## config.mk

```make
export PLATFORM = sky130hd
export DESIGN_NAME = vga_timing
export DESIGN_NICKNAME = d
export VERILOG_FILES = /design/src/rtl/vga_timing.sv
export SDC_FILE = /design/constraint.sdc
export NUM_CORES = 1
export LEC_CHECK = 0
export ABC_AREA = 0
export CAP_MARGIN = 10
export CORE_UTILIZATION = 45
export DETAILED_ROUTE_END_ITERATION = 16
export PLACE_DENSITY_LB_ADDON = 0.2
export SLEW_MARGIN = 20
export SYNTH_ARGS = -nofsm -noshare
export SYNTH_HDL_FRONTEND = slang
export SYNTH_SLANG_ARGS = --single-unit
export TNS_END_PERCENT = 10
```

## constraint.sdc

```tcl
create_clock -name clk_0 -period 3.1 [get_ports clk_0]
set_input_delay 0.465 -clock clk_0 [delete_from_list [all_inputs] [get_ports clk_0]]
set_output_delay 0.465 -clock clk_0 [all_outputs]
set_load 0.1 [all_outputs]
```

## src/rtl/vga_timing.sv

```systemverilog
`default_nettype none
// ============================================================================
// Module      : vga_timing
// Description : VGA raster generator with registered counters, syncs, blank,
//               line/frame strobes and a pix_ce-advanced delayed sync/blank copy.
// Revision    : 1.0 - initial release
// ============================================================================
module vga_timing #(
    parameter int H_VISIBLE  = 640,
    parameter int H_FRONT    = 16,
    parameter int H_SYNC     = 96,
    parameter int H_BACK     = 48,
    parameter int V_VISIBLE  = 480,
    parameter int V_FRONT    = 10,
    parameter int V_SYNC     = 2,
    parameter int V_BACK     = 33,
    parameter int SYNC_DELAY = 1
) (
    input  logic       clk_0,
    input  logic       rst,
    input  logic       pix_ce,
    output logic [9:0] pixel_x,
    output logic [9:0] pixel_y,
    output logic       hsync,
    output logic       vsync,
    output logic       video_on,
    output logic       hsync_d,
    output logic       vsync_d,
    output logic       video_on_d,
    output logic       line_start,
    output logic       frame_start
);

    localparam int H_TOTAL = H_VISIBLE + H_FRONT + H_SYNC + H_BACK;
    localparam int V_TOTAL = V_VISIBLE + V_FRONT + V_SYNC + V_BACK;

    localparam logic [9:0]  c_h_max      = 10'(H_TOTAL - 1);
    localparam logic [9:0]  c_v_max      = 10'(V_TOTAL - 1);
    // Window bounds kept at 11 bits so a sync ending exactly at 1024 still compares correctly.
    localparam logic [10:0] c_h_visible  = 11'(H_VISIBLE);
    localparam logic [10:0] c_hs_start   = 11'(H_VISIBLE + H_FRONT);
    localparam logic [10:0] c_hs_end     = 11'(H_VISIBLE + H_FRONT + H_SYNC);
    localparam logic [10:0] c_v_visible  = 11'(V_VISIBLE);
    localparam logic [10:0] c_vs_start   = 11'(V_VISIBLE + V_FRONT);
    localparam logic [10:0] c_vs_end     = 11'(V_VISIBLE + V_FRONT + V_SYNC);

    logic [9:0]  w_x_next;
    logic [9:0]  w_y_next;
    logic [10:0] w_x_ext;
    logic [10:0] w_y_ext;
    logic        w_hs_next;
    logic        w_vs_next;
    logic        w_vo_next;

    always_comb begin
        w_x_next = pixel_x + 10'd1;
        w_y_next = pixel_y;
        if (pixel_x == c_h_max) begin
            w_x_next = '0;
            w_y_next = (pixel_y == c_v_max) ? '0 : pixel_y + 10'd1;
        end
    end

    // Decode from the upcoming counts so syncs and blank land with the counters.
    always_comb begin
        w_x_ext   = {1'b0, w_x_next};
        w_y_ext   = {1'b0, w_y_next};
        w_hs_next = !((w_x_ext >= c_hs_start) && (w_x_ext < c_hs_end));
        w_vs_next = !((w_y_ext >= c_vs_start) && (w_y_ext < c_vs_end));
        w_vo_next = (w_x_ext < c_h_visible) && (w_y_ext < c_v_visible);
    end

    always_ff @(posedge clk_0 or negedge rst) begin
        if (!rst) begin
            pixel_x     <= '0;
            pixel_y     <= '0;
            hsync       <= 1'b1;
            vsync       <= 1'b1;
            video_on    <= 1'b0;
            line_start  <= 1'b0;
            frame_start <= 1'b0;
        end else begin
            line_start  <= 1'b0;
            frame_start <= 1'b0;
            if (pix_ce) begin
                pixel_x     <= w_x_next;
                pixel_y     <= w_y_next;
                hsync       <= w_hs_next;
                vsync       <= w_vs_next;
                video_on    <= w_vo_next;
                line_start  <= (w_x_next == '0);
                frame_start <= (w_x_next == '0) && (w_y_next == '0);
            end
        end
    end

    generate
        if (SYNC_DELAY == 0) begin : g_no_delay
            assign hsync_d    = hsync;
            assign vsync_d    = vsync;
            assign video_on_d = video_on;
        end else begin : g_delay
            // Each stage holds {hsync, vsync, video_on}.
            logic [2:0] r_stage [SYNC_DELAY];

            always_ff @(posedge clk_0 or negedge rst) begin
                if (!rst) begin
                    for (int i = 0; i < SYNC_DELAY; i++) begin
                        r_stage[i] <= 3'b110;
                    end
                end else if (pix_ce) begin
                    r_stage[0] <= {hsync, vsync, video_on};
                    for (int i = 1; i < SYNC_DELAY; i++) begin
                        r_stage[i] <= r_stage[i-1];
                    end
                end
            end

            assign hsync_d    = r_stage[SYNC_DELAY-1][2];
            assign vsync_d    = r_stage[SYNC_DELAY-1][1];
            assign video_on_d = r_stage[SYNC_DELAY-1][0];
        end
    endgenerate

endmodule
`default_nettype wire

```

==> run summary <==
Rows: 23
fraction of layout cells with a size suffix above 1: 0.246
post-synth top area cell: dfrtp_1
area of the multi-input gates: 0.00111 sq mm
Combinational Power Share: 0.564
kind of critical path: reg2reg
Port Buf Inserts: 30
DRC viols: 0
Die Area: 0.00471 sq mm
synthesized instance count: 215
CTS tree: built
final period utilization: 0.797
Worst setup EP type: register
Post-synth EDFFs: 0
vias per cell: 5.92
Rel. slew slack: 0.647
vias: 1669
Layout area overhead: 9.64%
startpoint types: register
Post-CTS Setup Repair Bufs: 0
Fin. Hold Viols: 0
Synthesis Warnings: 0
syn nets: 222
fillers: 426
worst hold-check slack: 0.516 ns
crit path DAT: 2.69 ns
max-cap violation count: 0
synth unique cells: 57
IO Pins: 31
top_reg_cell synth: dfrtp_1
top cell type's share of synthesized area: 0.301
Hold Buf Count CTS: 0
worst-path maximum fanout: 9
Worst Skew: 0.00453 ns
Final ANT Viol Nets: 0
switching share of power: 0.562
drt wl/cell: 15.9 microns
final non-filler cell area: 0.00219 sq mm
Hold Crit Class: reg2reg
Bufs on Longest Clock Path: 2
Clock transition at path regs: 0.10 ns
crit path time final: 2.47 ns
Worst Tran Pin Value: 0.527 ns
Initial Util: 0.482
CTS buffer count: 3
drt first pass iters: 4
Post-DP HPWL: 3.12 mm
final slew viol count: 0
vias in the first global route: 1409
Synth Cell Area: 0.00200 sq mm
setup_tns: 0 ns
GP Congestion: 0.861
fin worst setup slack: 0.629 ns
PwrDens: 839 mW/mm^2
#FFs+latches synth: 28
dominant cell by count in the synthesized netlist: dfrtp_1
CTS Sinks: 28
synth top area cells: dfrtp_1 30%, dfstp_2 5.3%, clkbuf_8 4.1%, mux2_2 3.9%, nor2_1 3.9%
Int Pwr: 0.805 mW
Final Util: 0.529
worst skew pair latency: 0.28 ns
synthesized area per cell: 9.29 sq um
Area after DPL: 0.00215 sq mm
Data required, critical path: 3.32 ns
register area share after synthesis: 0.353
Fmax achieved: 0.405 GHz
Worst path max stage delay: 0.54 ns
Root Buffer Master: clkbuf_8
clock power share: 0.114
first-pass GRT wire length: 7.27 mm
most frequent cells after synthesis: 24 x dfrtp_1, 21 x nor2_1, 17 x nand2_1
final setup fails: 0
Max VDD drop: 0.552 mV
worst path cell trace: ha_1, and3_1, or4_2, o221a_2, nand4b_1, a2111oi_2, and4_1
Crit-path slowest cell: or4_2
die width: 68.6 microns
status: completed
antenna violations before repair: 0
H-tree depth: 1
Switch Pwr: 1.03 mW
First DRT Iteration DRCs: 82
placed cells: 279
worst slack, placed: 0.663 ns
die height: 68.6 microns
Post-layout nets: 241
Final Non-Filler Cells: 282
number of diodes: 0
RSZ-0062 raised after global routing: no
core region area: 0.00414 sq mm
CTS resizes: 0
Pleak: 0.919 nW
total power draw: 1.84 mW
Routed Wire Length: 4.47 mm
GRT Total Usage: 0.211
gr ovfl total: 0
largest net degree at the start of global routing: 29
ys async rst share: 1.00
share of power burned in registers: 0.322
register area: 706 sq um
[critical path: cells and delay by family (launching register included)]
kind | cells | cell delay, ns
compound gates | 2 | 0.39
fa+ha+maj | 1 | 0.31
flops | 1 | 0.49
simple gates | 4 | 1.23
[final cells by class]
class,instances,area share
repair buffers,32,0.112
well taps,50,0.0286
flip-flops and latches,28,0.322
multi-input cells,163,0.508
clock buffers,3,0.0188
inverters,6,0.0103
[state kept, by name, summed over array words and instances (netlist names)]
register and count:
video_on 1, hsync 1, pixel_y 10, vsync 1, pixel_x 10, line_start 1, frame_start 1, g_delay.r_stage 3
[cells by family (layout without fill, tap and decap cells)]
logic type	count (synthesis)	count (layout)	share of synthesized area
buffers and inverters	24	41	0.0895
xor gates and xnor gates	15	15	0.0658
DFF	28	28	0.353
muxes	10	10	0.0545
AOI/OAI and AO/OA	42	42	0.148
and+or+nand+nor	92	92	0.264
adders and majority gates	4	4	0.0250
[power by group through the flow]
stage	Clock, mW	Sequential [mW]	Combinational [mW]
finish	0.209	0.591	1.04
global route	0.227	0.610	1.09
CTS	0.215	0.587	1.04
detailed placement	0	0.593	1.03
global placement	0	0.592	1.03
floorplan	0	1.02	0.426
[placed cells by master, fill, tap and decap left out, types with 3 or more instances in the layout]
cell type	netlist	routed
mux2i_1	3	3
nand2_1	17	17
clkbuf_8	6	3
nand4_1	7	7
inv_1	6	6
mux2_2	7	7
buf_4	1	30
and3_1	5	5
or3_1	3	3
o21ai_0	11	11
dfstp_2	4	4
o31ai_1	5	5
nor3_1	5	5
a21oi_1	7	7
a41oi_1	3	3
dfrtp_1	24	24
xnor2_1	8	8
nand3_1	12	12
ha_1	4	4
xor2_1	7	7
nor2_1	21	21
[path summary, 6_finish.rpt]
kind                                   startpoint                        endpoint  slack [ns]  cells past startpoint
max in group asynchronous                     rst  g_delay.r_stage[1]$_DFFE_PN1P_        2.23                      2
setup / recovery           pixel_x[0]$_DFFE_PN0P_           frame_start$_DFF_PN0_        0.63                      7
setup reg to reg           pixel_x[0]$_DFFE_PN0P_           frame_start$_DFF_PN0_        0.63                      7
hold reg to reg                 vsync$_DFFE_PN1P_               vsync$_DFFE_PN1P_        0.52                      2
min in group asynchronous                     rst          pixel_x[6]$_DFFE_PN0P_        0.55                      2
hold / removal                  vsync$_DFFE_PN1P_               vsync$_DFFE_PN1P_        0.52                      2
[routing by layer]
layer	track usage	routed length, microns	vias to the layer above
met2	0.292	1880	34
li1	-	-	821
met1	0.328	2340	809
met3	0.0329	193	5
met5	0	0	-
met4	0.0703	59	0
No activity file was read; power rests on OpenSTA's default activity.
